## config.mk

```make
export PLATFORM = sky130hd
export DESIGN_NAME = hub75_rx
export DESIGN_NICKNAME = d
export VERILOG_FILES = /design/src/rtl/hub75_rx.sv
export SDC_FILE = /design/constraint.sdc
export NUM_CORES = 2
export LEC_CHECK = 0
export BUFFER_PORTS_ARGS = -buffer_cell sky130_fd_sc_hd__clkbuf_2
export CAP_MARGIN = 30
export CORE_AREA = 10 10 348 350
export CTS_CLUSTER_DIAMETER = 80
export CTS_CLUSTER_SIZE = 12
export DETAILED_ROUTE_END_ITERATION = 6
export DIE_AREA = 0 0 358 360
export HOLD_SLACK_MARGIN = 0.02
export PLACE_DENSITY_LB_ADDON = 0.05
export SETUP_SLACK_MARGIN = 0.15
export SLEW_MARGIN = 30
export SYNTH_ARGS = -nofsm -noshare
export SYNTH_HDL_FRONTEND = slang
export SYNTH_SLANG_ARGS = --single-unit
```

## constraint.sdc

```tcl
create_clock -name clk -period 2.43 [get_ports clk]
set_input_delay 0.1215 -clock clk [delete_from_list [all_inputs] [get_ports clk]]
set_output_delay 0.1215 -clock clk [all_outputs]
set_load 0.01 [all_outputs]
```

## src/rtl/hub75_rx.sv

```systemverilog
// HUB75 receiver: synchronizes mat_* lines, rebuilds latched rows and streams them as pixel words.
// pix_valid rises SYNC_STAGES+1 clk edges after mat_lat is first sampled high; words hold while pix_ready is low.
module hub75_rx #(
  parameter int WIDTH       = 64,
  parameter int ROW_BITS    = 4,
  parameter int SYNC_STAGES = 2
) (
  input  logic                     clk,
  input  logic                     rst,
  input  logic [1:0]               mat_r,
  input  logic [1:0]               mat_g,
  input  logic [1:0]               mat_b,
  input  logic [ROW_BITS-1:0]      mat_row,
  input  logic                     mat_clk,
  input  logic                     mat_lat,
  input  logic                     mat_oe,
  output logic                     pix_valid,
  input  logic                     pix_ready,
  output logic [ROW_BITS-1:0]      pix_row,
  output logic [$clog2(WIDTH)-1:0] pix_col,
  output logic [5:0]               pix_data,
  output logic                     row_done,
  output logic [7:0]               last_len,
  output logic                     overflow,
  output logic                     disp_on
);
  localparam int COLW = $clog2(WIDTH);
  localparam int IW   = 9 + ROW_BITS;

  typedef enum logic {IDLE, EMIT} state_t;

  logic [IW-1:0]       sync_q [SYNC_STAGES];
  logic [IW-1:0]       in_vec;
  logic [IW-1:0]       s_last;
  logic [5:0]          s_rgb;
  logic [ROW_BITS-1:0] s_row;
  logic                s_clk, s_lat;
  logic                prev_clk, prev_lat;
  logic                clk_rise, lat_rise;
  logic [5:0]          shreg    [WIDTH];
  logic [5:0]          shreg_nx [WIDTH];
  logic [5:0]          hold     [WIDTH];
  logic [7:0]          cnt, cnt_nx;
  state_t              state;

  // All lines go through the same synchronizer depth so row/rgb stay aligned with clk/lat edges.
  assign in_vec   = {mat_oe, mat_lat, mat_clk, mat_row, mat_b, mat_g, mat_r};
  assign s_last   = sync_q[SYNC_STAGES-1];
  assign s_rgb    = s_last[5:0];
  assign s_row    = s_last[6 +: ROW_BITS];
  assign s_clk    = s_last[6+ROW_BITS];
  assign s_lat    = s_last[7+ROW_BITS];
  assign disp_on  = s_last[8+ROW_BITS];
  assign clk_rise = s_clk & ~prev_clk;
  assign lat_rise = s_lat & ~prev_lat;

  always_ff @(posedge clk or negedge rst) begin
    if (!rst) begin
      for (int i = 0; i < SYNC_STAGES; i++) sync_q[i] <= '0;
      prev_clk <= 1'b0;
      prev_lat <= 1'b0;
    end else begin
      sync_q[0] <= in_vec;
      for (int i = 1; i < SYNC_STAGES; i++) sync_q[i] <= sync_q[i-1];
      prev_clk <= s_clk;
      prev_lat <= s_lat;
    end
  end

  // Next shift-register image; a latch commits this so a coincident mat_clk pixel is included.
  always_comb begin
    shreg_nx[0] = clk_rise ? s_rgb : shreg[0];
    for (int k = 1; k < WIDTH; k++) shreg_nx[k] = clk_rise ? shreg[k-1] : shreg[k];
  end

  always_comb begin
    cnt_nx = cnt;
    if (clk_rise && cnt != 8'hFF) cnt_nx = cnt + 8'd1;
  end

  always_ff @(posedge clk or negedge rst) begin
    if (!rst) begin
      for (int k = 0; k < WIDTH; k++) shreg[k] <= '0;
      cnt      <= '0;
      last_len <= '0;
    end else begin
      for (int k = 0; k < WIDTH; k++) shreg[k] <= shreg_nx[k];
      if (lat_rise) begin
        last_len <= cnt_nx;
        cnt      <= '0;
      end else begin
        cnt <= cnt_nx;
      end
    end
  end

  always_ff @(posedge clk or negedge rst) begin
    if (!rst) begin
      for (int k = 0; k < WIDTH; k++) hold[k] <= '0;
      state     <= IDLE;
      pix_valid <= 1'b0;
      pix_row   <= '0;
      pix_col   <= '0;
      pix_data  <= '0;
      row_done  <= 1'b0;
      overflow  <= 1'b0;
    end else begin
      row_done <= 1'b0;
      case (state)
        IDLE: begin
          if (lat_rise) begin
            for (int k = 0; k < WIDTH; k++) hold[k] <= shreg_nx[k];
            pix_row   <= s_row;
            pix_col   <= '0;
            pix_data  <= shreg_nx[0];
            pix_valid <= 1'b1;
            state     <= EMIT;
          end
        end
        EMIT: begin
          if (lat_rise) overflow <= 1'b1;
          if (pix_ready) begin
            if (pix_col == COLW'(WIDTH-1)) begin
              state     <= IDLE;
              pix_valid <= 1'b0;
              pix_col   <= '0;
              pix_data  <= '0;
              row_done  <= 1'b1;
            end else begin
              pix_col  <= pix_col + COLW'(1);
              pix_data <= hold[pix_col + COLW'(1)];
            end
          end
        end
        default: state <= IDLE;
      endcase
    end
  end
endmodule

```

* Yosys cells after proc, flatten, opt, wreduce, memory -nomap -nowiden
Cells that the tools add are included.
** Cells by class
- Magnitude comparators :: 1
- Bitwise logic cells :: 6
- Reduce and logical (&&, ||, !) cells :: 5
- Mux-type cells :: 88
- Add/sub/neg operators :: 2
- Equality and inequality tests :: 5
** Operator list (number)
- $mux 6 :: 72
- $bmux 6 s6 :: 1
- $pmux 6 s2 :: 2
- $mux 8 :: 2
- $mux 1 :: 9
- $add 8x1->8 const B :: 1
- $ne 8x8->1 const B :: 1
- $ge 7x7->1 const B :: 1
- $not 6->7 :: 1
- $add 6x1->6 const B :: 1
- $eq 6x6->1 const B :: 1
- $reduce_and 2->1 :: 3
- $ne 2x2->1 const B :: 2
- $pmux 1 s2 :: 2
- $not 1->1 :: 3
- $reduce_and 3->1 :: 1
- $and 1x1->1 :: 2
- $ne 2x1->1 const B :: 1
- $logic_and 1x1->1 :: 1
** Storage, ports and cells
- Input port bits :: 16
- Register bits after elaboration :: 832
- Word-level logic and storage cells :: 248

* Longest topological paths before layout
- Depth in word-level cells :: 8
- Depth in mapped cells :: 9
- Depth with buffers taken out :: 7

* Worst setup path after synthesis
OpenSTA, ideal clock, no wires.
- Path kind :: register to register
- Start point :: reg pix_col[1]
- End point :: reg pix_data[2]
- Setup time :: 0.139 ns
- Arrival :: 2.021 ns
- Setup slack :: 0.270 ns
- Required time :: 2.291 ns
- Period minus slack after synthesis :: 2.160 ns
- Cell stages (with the launch flop) :: 9
- Buffers on the path :: 2
- Path through :: dfrtp_1 ha_1 buf_4 buf_2 mux4_2 mux2i_1 nand2_1 nand4_1 o2111ai_1
** Between the ends
- Cells in the longest elaborated chain, start to end :: 8
** RTL lines
- start, declared :: RTL line 20 : output logic [$clog2(WIDTH)-1:0] pix_col,
- start signal, assigned :: RTL line 130 : pix_col <= pix_col + COLW'(1);
- $add 6x1->6 :: RTL line 131 : pix_data <= hold[pix_col + COLW'(1)];
- $not 6->7 (not written as such) :: RTL line 131
- $bmux 6 s6 :: RTL line 131
- $mux 6 (not written as such) (2 in a row) :: RTL line 131
- $mux 6 * :: RTL line 123 : if (pix_col == COLW'(WIDTH-1)) begin
- $mux 6 * :: RTL line 122 : if (pix_ready) begin
- $pmux 6 s2 * :: RTL line 109 : case (state)
- end signal, assigned :: RTL line 115 : pix_data <= shreg_nx[0];
- end signal, assigned :: RTL line 131
- end, declared :: RTL line 21 : output logic [5:0] pix_data,
Every way passes the cells marked *; elsewhere a longest branch is shown, timed or not. The select of a mux whose other input is x is not followed.
A chain may end at the register's enable or synchronous reset.

* Worst setup path after layout
- Start point :: reg pix_col[0]
- End point :: reg pix_data[1]
The elaborated chain is that of the path after synthesis.

==> results.sh <==
export IMPL_irDropWorstVdd_uv=537
export IMPL_cts_tree="yes"
export IMPL_clk_pin_slew_worst_paths_ns=0.06
export IMPL_die_height_um=360
export IMPL_fill_cells=11300
export IMPL_drtPass1Iterations=5
export IMPL_syn_area_sq_um=33900
export IMPL_wire_per_inst_um=18.9
export IMPL_die_area_sq_um=129000
export IMPL_routabilityCongestion=0.724
export IMPL_maxCapViolCount=0
export IMPL_met3_usage=0.0247
export IMPL_cp_slowest_cell="mux4_2"
export IMPL_path_cells="ha_4, buf_4, buf_16, mux4_2, mux2i_2, a32oi_1, nand3_1, o2111ai_1"
export IMPL_gr_total_overflow=0
export IMPL_start_util=0.298
export IMPL_synth_cell_types=37
export IMPL_fmax_mhz=447
export IMPL_first_global_vias=22500
export IMPL_vias=20800
export IMPL_insertion_delay_ns=0.65
export IMPL_placement_rows=124
export IMPL_antenna_left=0
export IMPL_syn2layout_area_growth_pct=16.4
export IMPL_rsz0062_at_grt="true"
export IMPL_grt_max_degree=90
export IMPL_criticalPathCategory="register to register"
export IMPL_clockBufferDepth=3
export IMPL_cp_end_kind="register"
export IMPL_avgSynthCellArea_sq_um=11.7
export IMPL_routed_wl_um=85700
export IMPL_drive_gt1_frac=0.255
export IMPL_crit_arrival_ns=2.74
export IMPL_critPathMaxStageDelay_ns=0.51
export IMPL_finalCriticalPeriod_ns=2.24
export IMPL_htreeDepth=3
export IMPL_finalNetCount=3021
export IMPL_skew_ns=0.0160
export IMPL_hold_viol=0
export IMPL_busiest_layer="met2"
export IMPL_cp_required_ns=2.93
export IMPL_stdcell_count=4527
export IMPL_crit_path_start_kind="register"
export IMPL_viasPerCell=4.60
export IMPL_dpl_worst_slack_ns=0.0777
export IMPL_coreArea_sq_um=114000
export IMPL_route_detailed_drc=0
export IMPL_diodes=0
export IMPL_hold_class="primary input to register"
export IMPL_place_inst=4386
export IMPL_tns_ns=0
export IMPL_synth_nets=2910
export IMPL_post_route_period_util=0.921
export IMPL_path_max_fanout=6
export IMPL_grt_antenna_before_repair=0
export IMPL_r2r_slack_ns=0.19
export IMPL_cts_buffers=81
export IMPL_timing_hold_ws_ns=0.135
export IMPL_syn_instance_count=2892
export IMPL_fin_total_pwr_mw=32.0
export IMPL_portBuffers=43
export IMPL_ys_ff_latch=832
export IMPL_leakage_nw=19.9
export IMPL_grt_met1_usage=0.185
export IMPL_ios=44
export IMPL_drt_iter0_drc=1189
export IMPL_setup_slack_ns=0.192
export IMPL_yosys_warnings=0
export IMPL_ctsRootBufferMaster="clkbuf_16"
export IMPL_status="finished, final reports clean"
export IMPL_grtUsageMet2=0.206
export IMPL_hpwl_um=53000
export IMPL_gr_usage_all_layers=0.132
export IMPL_setup_viol=0
export IMPL_timing_slew_headroom=0.435
export IMPL_slew_violations=0
export IMPL_ys_seq_area_frac=0.614
export IMPL_cts_sinks=832
export IMPL_die_w_um=358
export IMPL_p_per_area_nw_per_um2=811
export IMPL_worstMarginPinSlew_ns=0.845
export IMPL_grt_pass1_wl_um=135000
[cell usage in the layout, fill, tap and decap left out, types with 2 or more instances in the layout]
master / Yosys / routed
o2bb2ai_2: 0 / 2
xnor2_1: 5 / 4
inv_1: 4 / 4
nand4_1: 15 / 15
a21oi_1: 2 / 2
buf_4: 10 / 80
dfrtp_1: 832 / 831
buf_12: 0 / 45
nand2b_1: 6 / 6
clkbuf_1: 36 / 4
buf_16: 0 / 4
mux4_2: 96 / 96
a32oi_1: 2 / 2
mux2i_2: 0 / 5
nand3_1: 33 / 33
o2111ai_1: 2 / 2
mux2_2: 382 / 382
o211ai_1: 4 / 4
nand2_1: 1238 / 1238
a211oi_1: 7 / 7
inv_6: 0 / 4
clkbuf_2: 0 / 42
dlygate4sd3_1: 0 / 15
mux2i_1: 23 / 17
a311oi_1: 4 / 4
o21a_1: 5 / 5
o31ai_1: 2 / 2
buf_6: 2 / 2
xor2_1: 5 / 5
nor2_1: 23 / 22
and3_1: 2 / 2
clkbuf_16: 0 / 91
o21ai_0: 18 / 18
[through the flow]
stage	cell area (sq um)	util
after floorplan	33900	-
after global placement	36600	0.322
after detailed placement	36600	0.322
after CTS	39000	0.342
after global routing	39500	0.347
final	39500	0.347
[logic make-up (layout without fill, tap and decap cells)]
logic type                 Yosys count  after routing  share of synthesized area
and+or+nand+nor                   1321           1321                      0.149
buffers and inverters              173            296                     0.0251
DFF                                832            832                      0.614
muxes                              501            501                      0.197
AOI/OAI and AO/OA                   52             52                     0.0106
adders and majority gates            2              2                   0.000738
xor gates and xnor gates            11             11                    0.00306
[area by class of cell]
| class | count | area, sq um | area share |
|---|---|---|---|
| Clock buffer | 88 | 2110 | 0.0533 |
| Timing Repair Buffer | 197 | 2210 | 0.0560 |
| Multi-Input combinational cell | 1887 | 12300 | 0.313 |
| Clock inverter | 7 | 85.1 | 0.00216 |
| Sequential cell | 832 | 20800 | 0.528 |
| Inverter | 4 | 15.0 | 0.000380 |
| Tap cell | 1512 | 1890 | 0.0479 |
[cells in the mapped netlist]
cell / instances / area (sq um)
nand2_1: 1238 / 4650
dfrtp_1: 832 / 20800
mux2_2: 382 / 4300
buf_2: 119 / 596
mux4_2: 96 / 2160
clkbuf_1: 36 / 135
nand3_1: 33 / 165
mux2i_1: 23 / 230
nor2_1: 23 / 86.3
o21ai_0: 18 / 90.1
nand4_1: 15 / 93.8
buf_4: 10 / 75.1
a211oi_1: 7 / 52.6
nand2b_1: 6 / 37.5
o21a_1: 5 / 37.5
xnor2_1: 5 / 43.8
xor2_1: 5 / 43.8
a311oi_1: 4 / 35.0
inv_1: 4 / 15.0
o211ai_1: 4 / 30.0
a21oi_1: 2 / 10.0
a32oi_1: 2 / 17.5
and3_1: 2 / 12.5
buf_1: 2 / 7.51
buf_6: 2 / 22.5
ha_1: 2 / 25.0
nor2b_1: 2 / 12.5
o2111ai_1: 2 / 17.5
o2bb2ai_1: 2 / 17.5
o31ai_1: 2 / 15.0
a211oi_2: 1 / 12.5
a21o_1: 1 / 7.51
a31o_2: 1 / 8.76
nor3_1: 1 / 5.00
o21bai_1: 1 / 7.51
or3b_2: 1 / 8.76
xor2_2: 1 / 16.3
[what timing repair did]
item | 4_1_cts | 5_1_grt
hold buffers | 16 | 0
resized for setup | 4 | 12
buffers inserted | 0 | 22
hold endpoints to repair | 531 | 0
endpoints found under the setup margin | 3 | 6
gates cloned | 0 | 8
pin swaps | 0 | 1
[power breakdown]
part           internal [mW]  total, mW  switching, mW
combinational           2.45       5.31           2.86
sequential              14.7       15.2          0.492
clock                   6.21       11.5           5.32
total                   23.3       32.0           8.67
[worst max-delay path, delay by kind of cell, from the launching register on]
| family | cells | cell delay, ns |
|---|---|---|
| muxes | 2 | 0.73 |
| DFF | 1 | 0.50 |
| adders and majority gates | 1 | 0.30 |
| buffers and inverters | 2 | 0.28 |
| AOI/OAI and AO/OA | 2 | 0.19 |
| and+or+nand+nor | 1 | 0.09 |
[per-layer routing]
layer	part of all wire	up-vias	routed length, um
li1	-	9744	-
met1	0.49	10800	41900
met2	0.45	232	38900
met3	0.033	115	2850
met4	0.024	0	2080
met5	0	-	0
[flip-flops by register name (all words and copies together) (netlist names), 4 cells and up]
register and cells:
pix_data 6, s_last 13, pix_col 6, cnt 8
shreg 384, hold 384, sync_q 13, pix_row 4
last_len 8
[final timing paths]
check | startpoint | to | cells after the start
min in group asynchronous | rst | shreg[2] | 3
min reg2reg | sync_q[25] | s_last[12] | 0
max | pix_col[0] | pix_data[1] | 8
max in group asynchronous | rst | shreg[121] | 4
max reg2reg | pix_col[0] | pix_data[1] | 8
min | mat_oe | sync_q[25] | 2
(Power assumes the default switching activity.)
